File: src/rtl/alu_issue_unit.sv
// alu_issue_unit: front end for a 32-bit combinational ALU.
// Buffers tagged commands in a DEPTH-entry FIFO and issues the head to the ALU
// when the response register is free or being drained. The ALU result and zero
// flag are captured into a one-entry response register with the command's tag.
//
// Ports
//   clk, rst                      clock (rising edge), synchronous active-high reset
//   cmd_valid/cmd_ready           command channel handshake (ready = !full, low in reset)
//   cmd_a/cmd_b/cmd_opcode/cmd_tag command payload
//   alu_a/alu_b/alu_opcode        FIFO head to the ALU (zeros while the FIFO is empty)
//   alu_result/alu_zero           combinational ALU outputs
//   rsp_valid/rsp_ready           response channel handshake
//   rsp_result/rsp_zero/rsp_tag   captured response
//   issued_cnt                    commands issued, wraps mod 2^16
module alu_issue_unit #(
  parameter int unsigned DEPTH = 4,
  parameter int unsigned TAG_W = 4
) (
  input  logic             clk,
  input  logic             rst,
  input  logic             cmd_valid,
  output logic             cmd_ready,
  input  logic [31:0]      cmd_a,
  input  logic [31:0]      cmd_b,
  input  logic [2:0]       cmd_opcode,
  input  logic [TAG_W-1:0] cmd_tag,
  output logic [31:0]      alu_a,
  output logic [31:0]      alu_b,
  output logic [2:0]       alu_opcode,
  input  logic [31:0]      alu_result,
  input  logic             alu_zero,
  output logic             rsp_valid,
  input  logic             rsp_ready,
  output logic [31:0]      rsp_result,
  output logic             rsp_zero,
  output logic [TAG_W-1:0] rsp_tag,
  output logic [15:0]      issued_cnt
);

  localparam int unsigned AW = $clog2(DEPTH);
  localparam int unsigned PW = AW + 1;

  typedef enum logic [1:0] {StIdle, StRun, StStall} state_e;

  // FIFO storage; contents need no reset since the pointers define occupancy.
  logic [31:0]      mem_a   [DEPTH];
  logic [31:0]      mem_b   [DEPTH];
  logic [2:0]       mem_op  [DEPTH];
  logic [TAG_W-1:0] mem_tag [DEPTH];

  logic [PW-1:0]    wr_ptr_q, wr_ptr_d;
  logic [PW-1:0]    rd_ptr_q, rd_ptr_d;
  logic             rsp_valid_q, rsp_valid_d;
  logic [31:0]      rsp_result_q, rsp_result_d;
  logic             rsp_zero_q, rsp_zero_d;
  logic [TAG_W-1:0] rsp_tag_q, rsp_tag_d;
  logic [15:0]      issued_cnt_q, issued_cnt_d;
  state_e           state_q, state_d;

  logic empty, full, push, issue;
  logic [AW-1:0] wr_idx, rd_idx;

  assign wr_idx = wr_ptr_q[AW-1:0];
  assign rd_idx = rd_ptr_q[AW-1:0];
  assign empty  = (wr_ptr_q == rd_ptr_q);
  // Pointers carry one extra wrap bit to tell full from empty.
  assign full   = (wr_ptr_q[AW] != rd_ptr_q[AW]) && (wr_idx == rd_idx);

  assign cmd_ready = !full && !rst;
  assign push      = cmd_valid && cmd_ready;
  // No bypass: a command pushed this cycle is only visible to issue next cycle.
  assign issue     = !empty && (!rsp_valid_q || rsp_ready);

  assign alu_a      = empty ? 32'd0 : mem_a[rd_idx];
  assign alu_b      = empty ? 32'd0 : mem_b[rd_idx];
  assign alu_opcode = empty ? 3'd0  : mem_op[rd_idx];

  assign rsp_valid  = rsp_valid_q;
  assign rsp_result = rsp_result_q;
  assign rsp_zero   = rsp_zero_q;
  assign rsp_tag    = rsp_tag_q;
  assign issued_cnt = issued_cnt_q;

  always_comb begin
    wr_ptr_d     = wr_ptr_q;
    rd_ptr_d     = rd_ptr_q;
    rsp_valid_d  = rsp_valid_q;
    rsp_result_d = rsp_result_q;
    rsp_zero_d   = rsp_zero_q;
    rsp_tag_d    = rsp_tag_q;
    issued_cnt_d = issued_cnt_q;

    if (push) begin
      wr_ptr_d = wr_ptr_q + PW'(1);
    end
    if (issue) begin
      rd_ptr_d     = rd_ptr_q + PW'(1);
      rsp_valid_d  = 1'b1;
      rsp_result_d = alu_result;
      rsp_zero_d   = alu_zero;
      rsp_tag_d    = mem_tag[rd_idx];
      issued_cnt_d = issued_cnt_q + 16'd1;
    end else if (rsp_valid_q && rsp_ready) begin
      rsp_valid_d = 1'b0;
    end
  end

  // Status FSM; it observes the datapath but drives none of it.
  always_comb begin
    state_d = state_q;
    unique case (state_q)
      StIdle: begin
        if (push) state_d = StRun;
      end
      StRun: begin
        if (rsp_valid_q && !rsp_ready && !empty) begin
          state_d = StStall;
        end else if (empty && !push && (!rsp_valid_q || rsp_ready)) begin
          state_d = StIdle;
        end
      end
      StStall: begin
        if (rsp_ready) state_d = StRun;
      end
      default: state_d = StIdle;
    endcase
  end

  always_ff @(posedge clk) begin
    if (push) begin
      mem_a[wr_idx]   <= cmd_a;
      mem_b[wr_idx]   <= cmd_b;
      mem_op[wr_idx]  <= cmd_opcode;
      mem_tag[wr_idx] <= cmd_tag;
    end
  end

  always_ff @(posedge clk) begin
    if (rst) begin
      wr_ptr_q     <= '0;
      rd_ptr_q     <= '0;
      rsp_valid_q  <= 1'b0;
      rsp_result_q <= 32'd0;
      rsp_zero_q   <= 1'b0;
      rsp_tag_q    <= '0;
      issued_cnt_q <= 16'd0;
      state_q      <= StIdle;
    end else begin
      wr_ptr_q     <= wr_ptr_d;
      rd_ptr_q     <= rd_ptr_d;
      rsp_valid_q  <= rsp_valid_d;
      rsp_result_q <= rsp_result_d;
      rsp_zero_q   <= rsp_zero_d;
      rsp_tag_q    <= rsp_tag_d;
      issued_cnt_q <= issued_cnt_d;
      state_q      <= state_d;
    end
  end

endmodule

File: config.mk
export PLATFORM = sky130hd
export DESIGN_NAME = alu_issue_unit
export DESIGN_NICKNAME = d
export VERILOG_FILES = /design/src/rtl/alu_issue_unit.sv
export SDC_FILE = /design/constraint.sdc
export NUM_CORES = 1
export LEC_CHECK = 0
export CAP_MARGIN = 20
export CORE_MARGIN = 5
export CORE_UTILIZATION = 48
export CTS_CLUSTER_SIZE = 20
export DETAILED_ROUTE_END_ITERATION = 8
export GPL_ROUTABILITY_DRIVEN = 1
export GPL_TIMING_DRIVEN = 0
export PLACE_DENSITY = 0.81
export SLEW_MARGIN = 20
export SYNTH_ARGS = -nofsm -noshare
export SYNTH_HDL_FRONTEND = slang
export SYNTH_SLANG_ARGS = --single-unit
File: constraint.sdc
create_clock -name clk -period 3.8 [get_ports clk]
set_input_delay 1.14 -clock clk [delete_from_list [all_inputs] [get_ports clk]]
set_output_delay 1.14 -clock clk [all_outputs]
set_load 0.01 [all_outputs]
# == Yosys cells after proc, flatten, opt, wreduce, memory -nomap -nowiden ==
# Memory sizes are Yosys's and may differ from the RTL's. A register that Yosys moved wholly into a read port is not among the register bits.
# Index checks and enable logic that the tools add are counted.
# classes
add_sub_neg,3
mul,0
div_mod_pow,0
n_lt_le_gt_ge,0
n_eq_ne,3
shifts,0
n_mux,13
bitwise_logic,0
n_reduce_logical,11
# op_table
op,count
2-to-1 mux 32 bit,2
adder 16 x 1 -> 16 bit (second input constant),1
2-to-1 mux 2 bit,6
adder 3 x 1 -> 3 bit (second input constant),2
logical AND 1 bit,5
zero test 1 bit,4
2-to-1 mux 1 bit,4
== test 3 bit,1
2-to-1 mux 3 bit,1
== test 2 bit,1
nonzero test 2 bit,1
logical OR 1 bit,1
inequality test 1 bit,1
# totals
regBits,56
latch_bits,0
mem_bits_rw,284
romBits,0
in_bits,108
output_inout_bits,122
word_cells,40
n_memories,4
# mem_list
name,words,width,read_ports,rd_ports_with_merged_regs,wr,line_no,text
mem_a,4,32,1,1,1,46,logic [31:0] mem_a [DEPTH];
mem_b,4,32,1,1,1,47,logic [31:0] mem_b [DEPTH];
mem_tag,4,4,1,1,1,49,logic [TAG_W-1:0] mem_tag [DEPTH];
mem_op,4,3,1,1,1,48,logic [2:0] mem_op [DEPTH];

# == Depth between registers and ports, before layout ==
# Gate-level depths: netlist of the first run.
# depth
ltp_word,7
depth_mapped,7
ltp_nobuf,5

# == Least setup slack after synthesis of the first run ==
# Ideal clock, no wire load.
# synth_timing
path_kind,input -> register
start,input rst
end,"memory mem_a[1][0], enable pin"
setup_time_ns,0.437
arrival_time_ns,3.341
required_ns,3.363
setup_slack_ns,0.022
path_stages,3
path_buffers,1
cell_sequence,clkbuf_1 > nor2_1 > and3_1
# synth_via
elab_chain_cells,5
# synth_rtl
item,line_no,text
from (decl),20,"input logic rst,"
zero test 1 bit,69,assign cmd_ready = !full && !rst;
logical AND 1 bit,69,
named net cmd_ready,22,"output logic cmd_ready,"
logical AND 1 bit,70,assign push = cmd_valid && cmd_ready;
2-to-1 mux 1 bit,130,if (push) begin
2-to-1 mux 1 bit (implied by the code),131,mem_a[wr_idx] <= cmd_a;
to (decl),46,
# The timed path passes the listed nets, and every way through them passes these cells.

# == Final worst setup path of the first run ==
# layout_timing
start,register rd_ptr_q[0]
end,output alu_a[14]
# layout_via
elab_chain_cells,2
# layout_rtl
item,line_no,text
from (decl),52,"logic [PW-1:0] rd_ptr_q, rd_ptr_d;"
from (signal assigned),150,rd_ptr_q <= rd_ptr_d;
== test 3 bit,65,assign empty = (wr_ptr_q == rd_ptr_q);
2-to-1 mux 32 bit,74,assign alu_a = empty ? 32'd0 : mem_a[rd_idx];
to (decl),27,"output logic [31:0] alu_a,"
# Every way passes these cells.

==> results of run 1 <==
-- power by group --
part | switching, mW | leakage (nW) | internal (mW)
combinational | 1.83 | 2.01 | 1.97
clock | 1.38 | 0.574 | 2.02
sequential | 0.137 | 3.09 | 4.37
-- state kept, by name, summed over array words and instances, names as in the netlist, named ones only --
name and flops:
rsp_zero 1, mem_a 128, rd_ptr_q 3, mem_op 12
rsp_valid 1, issued_cnt 16, rsp_tag 4, mem_b 128
wr_ptr_q 3, rsp_result 32, mem_tag 16
-- cell usage in the layout (no fill, tap or decap), types with 3 or more instances in the layout --
master and n:
a21oi_1 54, and2b_1 11, and3_4 4, buf_16 4
buf_4 8, buf_6 5, clkbuf_1 27, clkbuf_16 39
clkbuf_2 7, clkbuf_4 6, clkdlybuf4s50_1 228, clkinv_1 5
clkinv_2 10, dfxtp_1 59, dfxtp_2 3, edfxtp_1 284
ha_1 6, inv_1 4, mux4_1 3, mux4_2 68
nand2_1 83, nand3_1 5, nor2_1 8, nor2b_1 55
o21ai_0 3, o311ai_0 3, o31ai_1 11, or3_1 3
or4_1 10, xnor2_1 4
-- kinds of logic (layout without fill, tap and decap cells) --
family                   Yosys count  in the layout  synth area share
flip-flops                       346            346             0.742
multiplexers                      72             72             0.123
AND/OR/NAND/NOR                  192            192            0.0757
adder cells (fa/ha/maj)            6              6           0.00570
buffers and inverters             48            352            0.0151
AO/OA/AOI/OAI                     73             73            0.0316
XOR/XNOR                           9              9           0.00656
-- worst min path at each step --
stage | start | endpoint
2_1_floorplan | rsp_result[0] | rsp_result[0]
3_3_place_gp | rsp_result[13] | rsp_result[13]
3_5_place_dp | rsp_tag[2] | rsp_tag[2]
4_1_cts | rsp_tag[2] | rsp_tag[2]
5_1_grt | rsp_result[12] | rsp_result[12]
6_report | rsp_result[7] | rsp_result[7]
-- what timing repair did --
action,CTS,global route
pin swaps,1,3
buffers inserted,1,4
resized for setup,43,6
endpoints found under the setup margin,67,44
-- layout make-up --
cell class | count | area [um^2]
Inverter | 4 | 15.0
Timing Repair Buffer | 237 | 2430
Tap cell | 341 | 427
Fill cell | 1874 | 9620
Buffer | 43 | 264
Multi-Input combinational cell | 352 | 3260
Clock buffer | 48 | 1010
Sequential cell | 346 | 9770
Clock inverter | 20 | 150
-- tightest hold or removal path: stages (launching register included) --
cell and delay (ps):
dfxtp_1 300, nand2_1 50, a21oi_1 50
-- routing by layer --
metal,vias up,global-route usage,share of wire
met4,6,0.0448,0.020
li1,3449,-,-
met1,3817,0.231,0.39
met3,57,0.0667,0.095
met5,-,0,0.0011
met2,306,0.330,0.49
==> flow_summary_export.csv, run 1 <==
group,metric,value,unit
grt,grt_overflow,0,
yosys,ys.flop_type,"edfxtp_1",
setup_path,path_depth,7,
timing,tightest_slew,583,ps
yosys,yosysWarnings,0,
floorplan,core_area,27000,um^2
timing,fmax,272,MHz
timing,period_minus_slack,3670,ps
setup_path,reg2reg_to,"mem_b[0][13]",
detailed_routing,route.detailed.drc,0,
setup_path,crit_path_start_kind,"flop",
final_layout,antenna_cells,0,
placement,dpl_worst_slack,-789,ps
clock_tree,clk_pin_slew,60,ps
timing,skew,5.52,ps
setup_path,critical_path_class,"flop to output pin",
final_layout,num-nets-final,1135,
power_and_ir_drop,power,11.7,mW
setup_path,slowest_delay,600,ps
grt,grt_pass1_wl,45.7,mm
timing,setup_viol,0,
timing,fin_hold_ws,449,ps
detailed_routing,ant_nets,0,
floorplan,io_pins,230,
clock_tree,cts_max_path_buffers,3,
setup_path,crit_buf_inv,4,
clock_tree,cts_max_level,2,
setup_path,path_max_fanout,10,
clock_tree,cts_root_buf,"clkbuf_16",
yosys,synth_most_common_cell,"edfxtp_1",
yosys,synth-seq-cells,346,
hold_path,min_path_type,"flop to flop",
detailed_routing,routed_wl,29.8,mm
yosys,postSynthAreaPerCell,17.6,um^2
timing,period_share,0.966,
placement,placed_cells,1319,
detailed_routing,drt-vias-per-instance,5.49,
clock_tree,cts_inserted_buffers,37,
yosys,synthTopCellsByCount,"edfxtp_1 (284), nand2_1 (83), mux4_2 (68)",
yosys,synth.distinct_cells,34,
yosys,synth_edf_count,284,
grt,grt_pass1_vias,8026,
clock_tree,cts_tree,"yes",
timing,tns,0,ps
final_layout,drive_above_1_share,0.162,
job,cap_violations,0,
timing,drv_slew,0,
power_and_ir_drop,p_leak,5.67,nW
placement,routabilityCongestion,0.762,
placement,port_buffers,228,
setup_path,crit_family,"buffers and inverters",
yosys,yosysSeqAreaShare,0.742,
outcome,outcome,"complete, no violations",
grt,grt_max_degree,46,
final_layout,fin_cells,1391,
floorplan,rows,60,
timing,setup_slack,129,ps
floorplan,die_height,176,um
hold_path,min_path_cells,2,
yosys,syn_area,13200,um^2
yosys,yosys.area.top_type,"edfxtp_1",
floorplan,die-area,30800,um^2
timing,slew_headroom,0.612,
floorplan,die_x,176,um
clock_tree,cts.sinks,346,
yosys,async_reset_ff_frac,0,
clock_tree,clk_latency,510,ps
power_and_ir_drop,ir_drop,0.490,mV
detailed_routing,wl_per_cell,21.4,um
yosys,synth_top_area_frac,0.648,
yosys,syn_nets,860,
placement,placed_cell_area,16000,um^2
timing,hold_viol,0,
detailed_routing,vias,7635,
power_and_ir_drop,p_per_area,675,nW/um^2
placement,dpl.hpwl,19.6,mm
setup_path,rrSetupSlack,1290,ps
final_layout,area_delta_synth_final,31.7,%
final_layout,final_util,0.643,
setup_path,r2r_cells,7,
grt,antenna_found_initial,3,
setup_path,path_cells,"buf_6 -> xor2_4 -> nor3_4 -> buf_4 -> clkbuf_4 -> nor2b_1 -> clkdlybuf4s50_1",
setup_path,worstSetupEndpointType,"output pin",
detailed_routing,drtPass1Iterations,5,
detailed_routing,drt-initial-drc-count,508,
final_layout,stdcell_area,17300,um^2
setup_path,crit_slowest_cell,"clkdlybuf4s50_1",
setup_path,cp_data_required_time,2660,ps
setup_path,endpoint,"alu_a[14]",
setup_path,cp.arrival,2530,ps
yosys,synthCells,746,
yosys,synth_area_leaders,"edfxtp_1 (65%), mux4_2 (12%), dfxtp_1 (9.4%), nor2b_1 (2.7%), nand2_1 (2.4%)",
floorplan,initial_utilization,0.488,
grt,grt.total_usage,0.190,
clock_tree,cts_hold_buffers,0,
setup_path,startpoint,"rd_ptr_q[0]",
setup_path,r2r_start,"rd_ptr_q[0]",
Note: power is estimated with default switching activity, not from simulation.
==> run 2, diff against run 1 <==
CELL_PAD_IN_SITES_DETAIL_PLACEMENT = 1   (was not set)
CELL_PAD_IN_SITES_GLOBAL_PLACEMENT = 1   (was not set)
CORE_UTILIZATION = 40   (was 48)
PLACE_DENSITY = 0.8   (was 0.81)
==> run 2 against run 1 <==
Compared with the run above:
- routed wire length up 7.0%
- combinational power about the same
- non-clock buffer count up 3
- die area up 19%
- flip-flop and latch count unchanged
- first-iteration DRC count down 44%
- sequential share of layout area down 0.60 points
- largest cell class unchanged
- largest power group unchanged
- highest routed layer unchanged
==> flow_summary_export.csv, run 2 (synthesis gave the netlist of run 1 again) <==
group,metric,value,unit
timing,tns,0,ps
timing,hold_viol,0,
grt,grt.total_usage,0.175,
clock_tree,clk_pin_slew,50,ps
floorplan,rows,66,
timing,slew_headroom,0.527,
timing,period_minus_slack,3680,ps
setup_path,worstSetupEndpointType,"output pin",
timing,tightest_slew,709,ps
clock_tree,cts_root_buf,"clkbuf_16",
power_and_ir_drop,power,11.7,mW
job,cap_violations,0,
floorplan,die_height,191,um
placement,dpl.hpwl,21.5,mm
detailed_routing,ant_nets,0,
timing,skew,20.9,ps
power_and_ir_drop,ir_drop,0.482,mV
clock_tree,cts_max_path_buffers,3,
placement,routabilityCongestion,0.732,
final_layout,layout_commonest_cell,"edfxtp_1",
placement,placed_cells,1424,
clock_tree,cts_tree,"yes",
timing,drv_slew,0,
placement,placed_cell_area,16200,um^2
setup_path,endpoint,"alu_b[4]",
clock_tree,cts_inserted_buffers,38,
grt,antenna_found_initial,3,
detailed_routing,vias,7567,
detailed_routing,routed_wl,31.9,mm
clock_tree,cts.sinks,346,
setup_path,path_max_fanout,10,
setup_path,r2r_cells,6,
detailed_routing,drt-initial-drc-count,285,
setup_path,reg2reg_to,"mem_b[0][12]",
final_layout,fin_cells,1496,
clock_tree,cts_max_level,2,
floorplan,die-area,36600,um^2
clock_tree,cts_hold_buffers,0,
final_layout,num-nets-final,1139,
floorplan,initial_utilization,0.405,
setup_path,critical_path_class,"flop to output pin",
setup_path,r2r_start,"wr_ptr_q[0]",
clock_tree,clk_latency,520,ps
timing,period_share,0.968,
setup_path,rrSetupSlack,1180,ps
power_and_ir_drop,p_leak,5.80,nW
final_layout,final_cell_mix,"edfxtp_1 (284), clkdlybuf4s50_1 (218), nand2_1 (83), mux4_2 (68), dfxtp_1 (58)",
grt,grt_max_degree,41,
final_layout,drive_above_1_share,0.161,
outcome,outcome,"complete, no violations",
timing,setup_viol,0,
detailed_routing,drt-vias-per-instance,5.06,
timing,fmax,272,MHz
grt,grt_overflow,0,
grt,grt_pass1_vias,8519,
setup_path,cp_data_required_time,2660,ps
final_layout,stdcell_area,17500,um^2
detailed_routing,drtPass1Iterations,4,
detailed_routing,wl_per_cell,21.3,um
grt,grt_pass1_wl,49.5,mm
floorplan,die_x,191,um
final_layout,area_delta_synth_final,33.1,%
setup_path,cp.arrival,2540,ps
floorplan,core_area,32500,um^2
floorplan,io_pins,230,
setup_path,startpoint,"wr_ptr_q[0]",
hold_path,min_path_type,"flop to flop",
power_and_ir_drop,p_per_area,670,nW/um^2
setup_path,crit_path_start_kind,"flop",
placement,port_buffers,228,
detailed_routing,route.detailed.drc,0,
timing,grt_setup_unrepaired,"false",
## run 2: how the worst min path moves through the flow
stage	from	to	depth (start not counted)
2_1_floorplan	rsp_result[0]	rsp_result[0]	2
3_3_place_gp	rsp_result[5]	rsp_result[5]	2
3_5_place_dp	rsp_result[24]	rsp_result[24]	2
4_1_cts	rsp_zero	rsp_zero	2
5_1_grt	rsp_result[9]	rsp_result[9]	2
6_report	rsp_zero	rsp_zero	2
## run 2: per-layer routing
metal	wire (um)	share of wire	global-route usage
met1	12800	0.40	0.214
met3	2190	0.069	0.0550
met2	16500	0.52	0.308
met5	27	0.00085	0
met4	419	0.013	0.0362
## run 2: area by class of cell
| class | count | area [um^2] |
|---|---|---|
| Sequential cell | 346 | 9770 |
| Fill cell | 3084 | 15000 |
| Antenna cell | 1 | 2.50 |
| Buffer | 43 | 263 |
| Tap cell | 442 | 553 |
| Clock buffer | 47 | 1000 |
| Inverter | 4 | 15.0 |
| Multi-Input combinational cell | 352 | 3260 |
| Timing Repair Buffer | 240 | 2490 |
| Clock inverter | 21 | 158 |
## run 2: per-stage QoR
stage | hold slack [ps] | utilization | setup WS, ps
final | 452 | 0.539 | 123
after global routing | 476 | 0.539 | 0.634
after CTS | 455 | 0.537 | -2.18
after detailed placement | 447 | 0.497 | -513
after global placement | 443 | 0.492 | -1510
after floorplan | 481 | - | 21.7
## run 2: worst max-delay path: stages, from the launching register on
cell             delay, ps
dfxtp_1                490
xor2_4                 220
nor3_4                  60
buf_6                  140
clkbuf_8               160
clkbuf_8               170
and2b_1                230
clkdlybuf4s50_1        540
## run 2: power breakdown
group	switching (mW)	total [mW]	internal, mW
combinational	1.84	3.80	1.96
sequential	0.136	4.51	4.37
clock	1.47	3.43	1.96
total	3.45	11.7	8.29
## run 2: what timing repair did
action	in CTS	in global routing
pin swaps	3	1
setup endpoints to repair	67	39
gates resized for setup	38	17
setup buffers	4	0
==> run 3, diff against run 2 <==
SKIP_CTS_REPAIR_TIMING = 1   (was not set)
==> run 3 against run 2 <==
Compared with the run above:
- clock-buffer cell count unchanged
- largest cell class unchanged
- hold slack about the same
- global-route usage down 0.12 points
- critical path depth down 1
- critical path type unchanged
- utilization about the same
- total power about the same
- clock skew down 1.4 ps
- maximum frequency down 1.3%
==> flow_summary_export.csv, run 3 (synthesis gave the netlist of run 1 again) <==
group,metric,value,unit
placement,dpl_worst_slack,-513,ps
final_layout,stdcell_area,17500,um^2
clock_tree,cts_tree,"yes",
timing,slew_headroom,0.536,
floorplan,rows,66,
grt,grt.total_usage,0.174,
clock_tree,cts_inserted_buffers,38,
timing,setup_slack,75.1,ps
setup_path,rrSetupSlack,1290,ps
hold_path,min_path_type,"flop to flop",
detailed_routing,ant_nets,0,
final_layout,area_delta_synth_final,33.1,%
floorplan,die_height,191,um
outcome,outcome,"complete, no violations",
grt,antenna_found_initial,3,
final_layout,layout_commonest_cell,"edfxtp_1",
grt,grt_overflow,0,
placement,dpl.hpwl,21.5,mm
final_layout,drive_above_1_share,0.161,
detailed_routing,drtPass1Iterations,4,
timing,period_share,0.980,
timing,period_minus_slack,3720,ps
timing,drv_slew,0,
final_layout,final_cell_mix,"edfxtp_1 (284), clkdlybuf4s50_1 (214), nand2_1 (83), mux4_2 (68), dfxtp_1 (58)",
detailed_routing,route.detailed.drc,0,
job,cap_violations,0,
grt,grt_pass1_vias,8466,
placement,placed_cells,1424,
power_and_ir_drop,p_per_area,670,nW/um^2
detailed_routing,drt-initial-drc-count,257,
placement,placed_cell_area,16200,um^2
setup_path,crit_buf_inv,3,
clock_tree,clk_latency,530,ps
timing,skew,19.5,ps
setup_path,slowest_delay,520,ps
power_and_ir_drop,ir_drop,0.482,mV
timing,grt_setup_unrepaired,"true",
grt,grt_max_degree,41,
clock_tree,cts.sinks,346,
setup_path,cp_data_required_time,2660,ps
detailed_routing,drt-vias-per-instance,5.07,
power_and_ir_drop,p_leak,5.84,nW
clock_tree,clk_pin_slew,60,ps
detailed_routing,vias,7573,
timing,hold_viol,0,
placement,routabilityCongestion,0.732,
setup_path,critical_path_class,"flop to output pin",
floorplan,io_pins,230,
clock_tree,cts_root_buf,"clkbuf_16",
clock_tree,cts_max_path_buffers,3,
final_layout,fin_cells,1495,
floorplan,die-area,36600,um^2
detailed_routing,wl_per_cell,21.4,um
final_layout,num-nets-final,1137,
timing,tightest_slew,697,ps
detailed_routing,routed_wl,32.0,mm
grt,grt_pass1_wl,49.2,mm
placement,port_buffers,228,
timing,setup_viol,0,
timing,fin_hold_ws,452,ps
setup_path,crit_path_start_kind,"flop",
setup_path,crit_slowest_cell,"clkdlybuf4s50_1",
floorplan,initial_utilization,0.405,
setup_path,cp.arrival,2580,ps
setup_path,crit_family,"buffers and inverters",
timing,fmax,268,MHz
setup_path,worstSetupEndpointType,"output pin",
floorplan,die_x,191,um
floorplan,core_area,32500,um^2
setup_path,path_cells,"buf_6 -> xor2_4 -> nor3_4 -> clkbuf_1 -> nor2b_1 -> clkdlybuf4s50_1",
setup_path,path_max_fanout,10,
clock_tree,cts_max_level,2,
## run 3: changes by cell type in the layout (fill, tap and decap cells not counted), moves of 2 or more
cell,previous run,this run
clkdlybuf4s50_1,218,214
dlymetal6s2s_1,10,14
buf_2,2,5
buf_6,6,9
clkbuf_2,7,4
clkbuf_8,5,2
buf_4,5,3
nor2b_1,55,53
nor2b_2,1,3
## run 3: worst min-delay path, cell delays in order (launching register included)
cell     delay [ps]
dfxtp_1         300
nand2_1          50
a21oi_1          50
## run 3: cell type report
class | count | area (um^2)
inverters | 4 | 15.0
plain buffers | 42 | 244
flip-flops and latches | 346 | 9780
well taps | 442 | 553
multi-input cells | 352 | 3270
clock inverters | 21 | 158
clock buffers | 47 | 1000
diodes | 2 | 5.00
fillers | 3087 | 15000
repair buffers | 239 | 2490
## run 3: through the flow
step	setup TNS, ps	utilization	total power [mW]
after detailed placement	-8670	0.497	8.32
after global placement	-467790	0.492	8.25
final	0	0.538	11.7
after global routing	-695	0.538	12.4
after floorplan	0	-	6.44
after CTS	-42420	0.533	11.8
## run 3: worst paths after layout
check / from / to / cells after the start
max reg2reg: wr_ptr_q[0] / mem_b[0][12] / 5
max: rd_ptr_q[0] / alu_b[24] / 6
min reg2reg: rsp_zero / rsp_zero / 2
min: rsp_zero / rsp_zero / 2
## run 3: power breakdown
part / leakage, nW / internal (mW) / switching, mW / total (mW)
Combinational: 2.20 / 1.94 / 1.85 / 3.79
Clock: 0.552 / 1.96 / 1.48 / 3.44
Sequential: 3.09 / 4.37 / 0.138 / 4.51
Total: 5.84 / 8.27 / 3.46 / 11.7
## run 3: routing by layer
| metal | up-vias | track usage | part of all wire |
|---|---|---|---|
| met5 | - | 0 | 0.00084 |
| met4 | 4 | 0.0362 | 0.016 |
| met3 | 43 | 0.0548 | 0.077 |
| met2 | 221 | 0.304 | 0.51 |
| met1 | 3853 | 0.214 | 0.40 |
| li1 | 3452 | - | - |
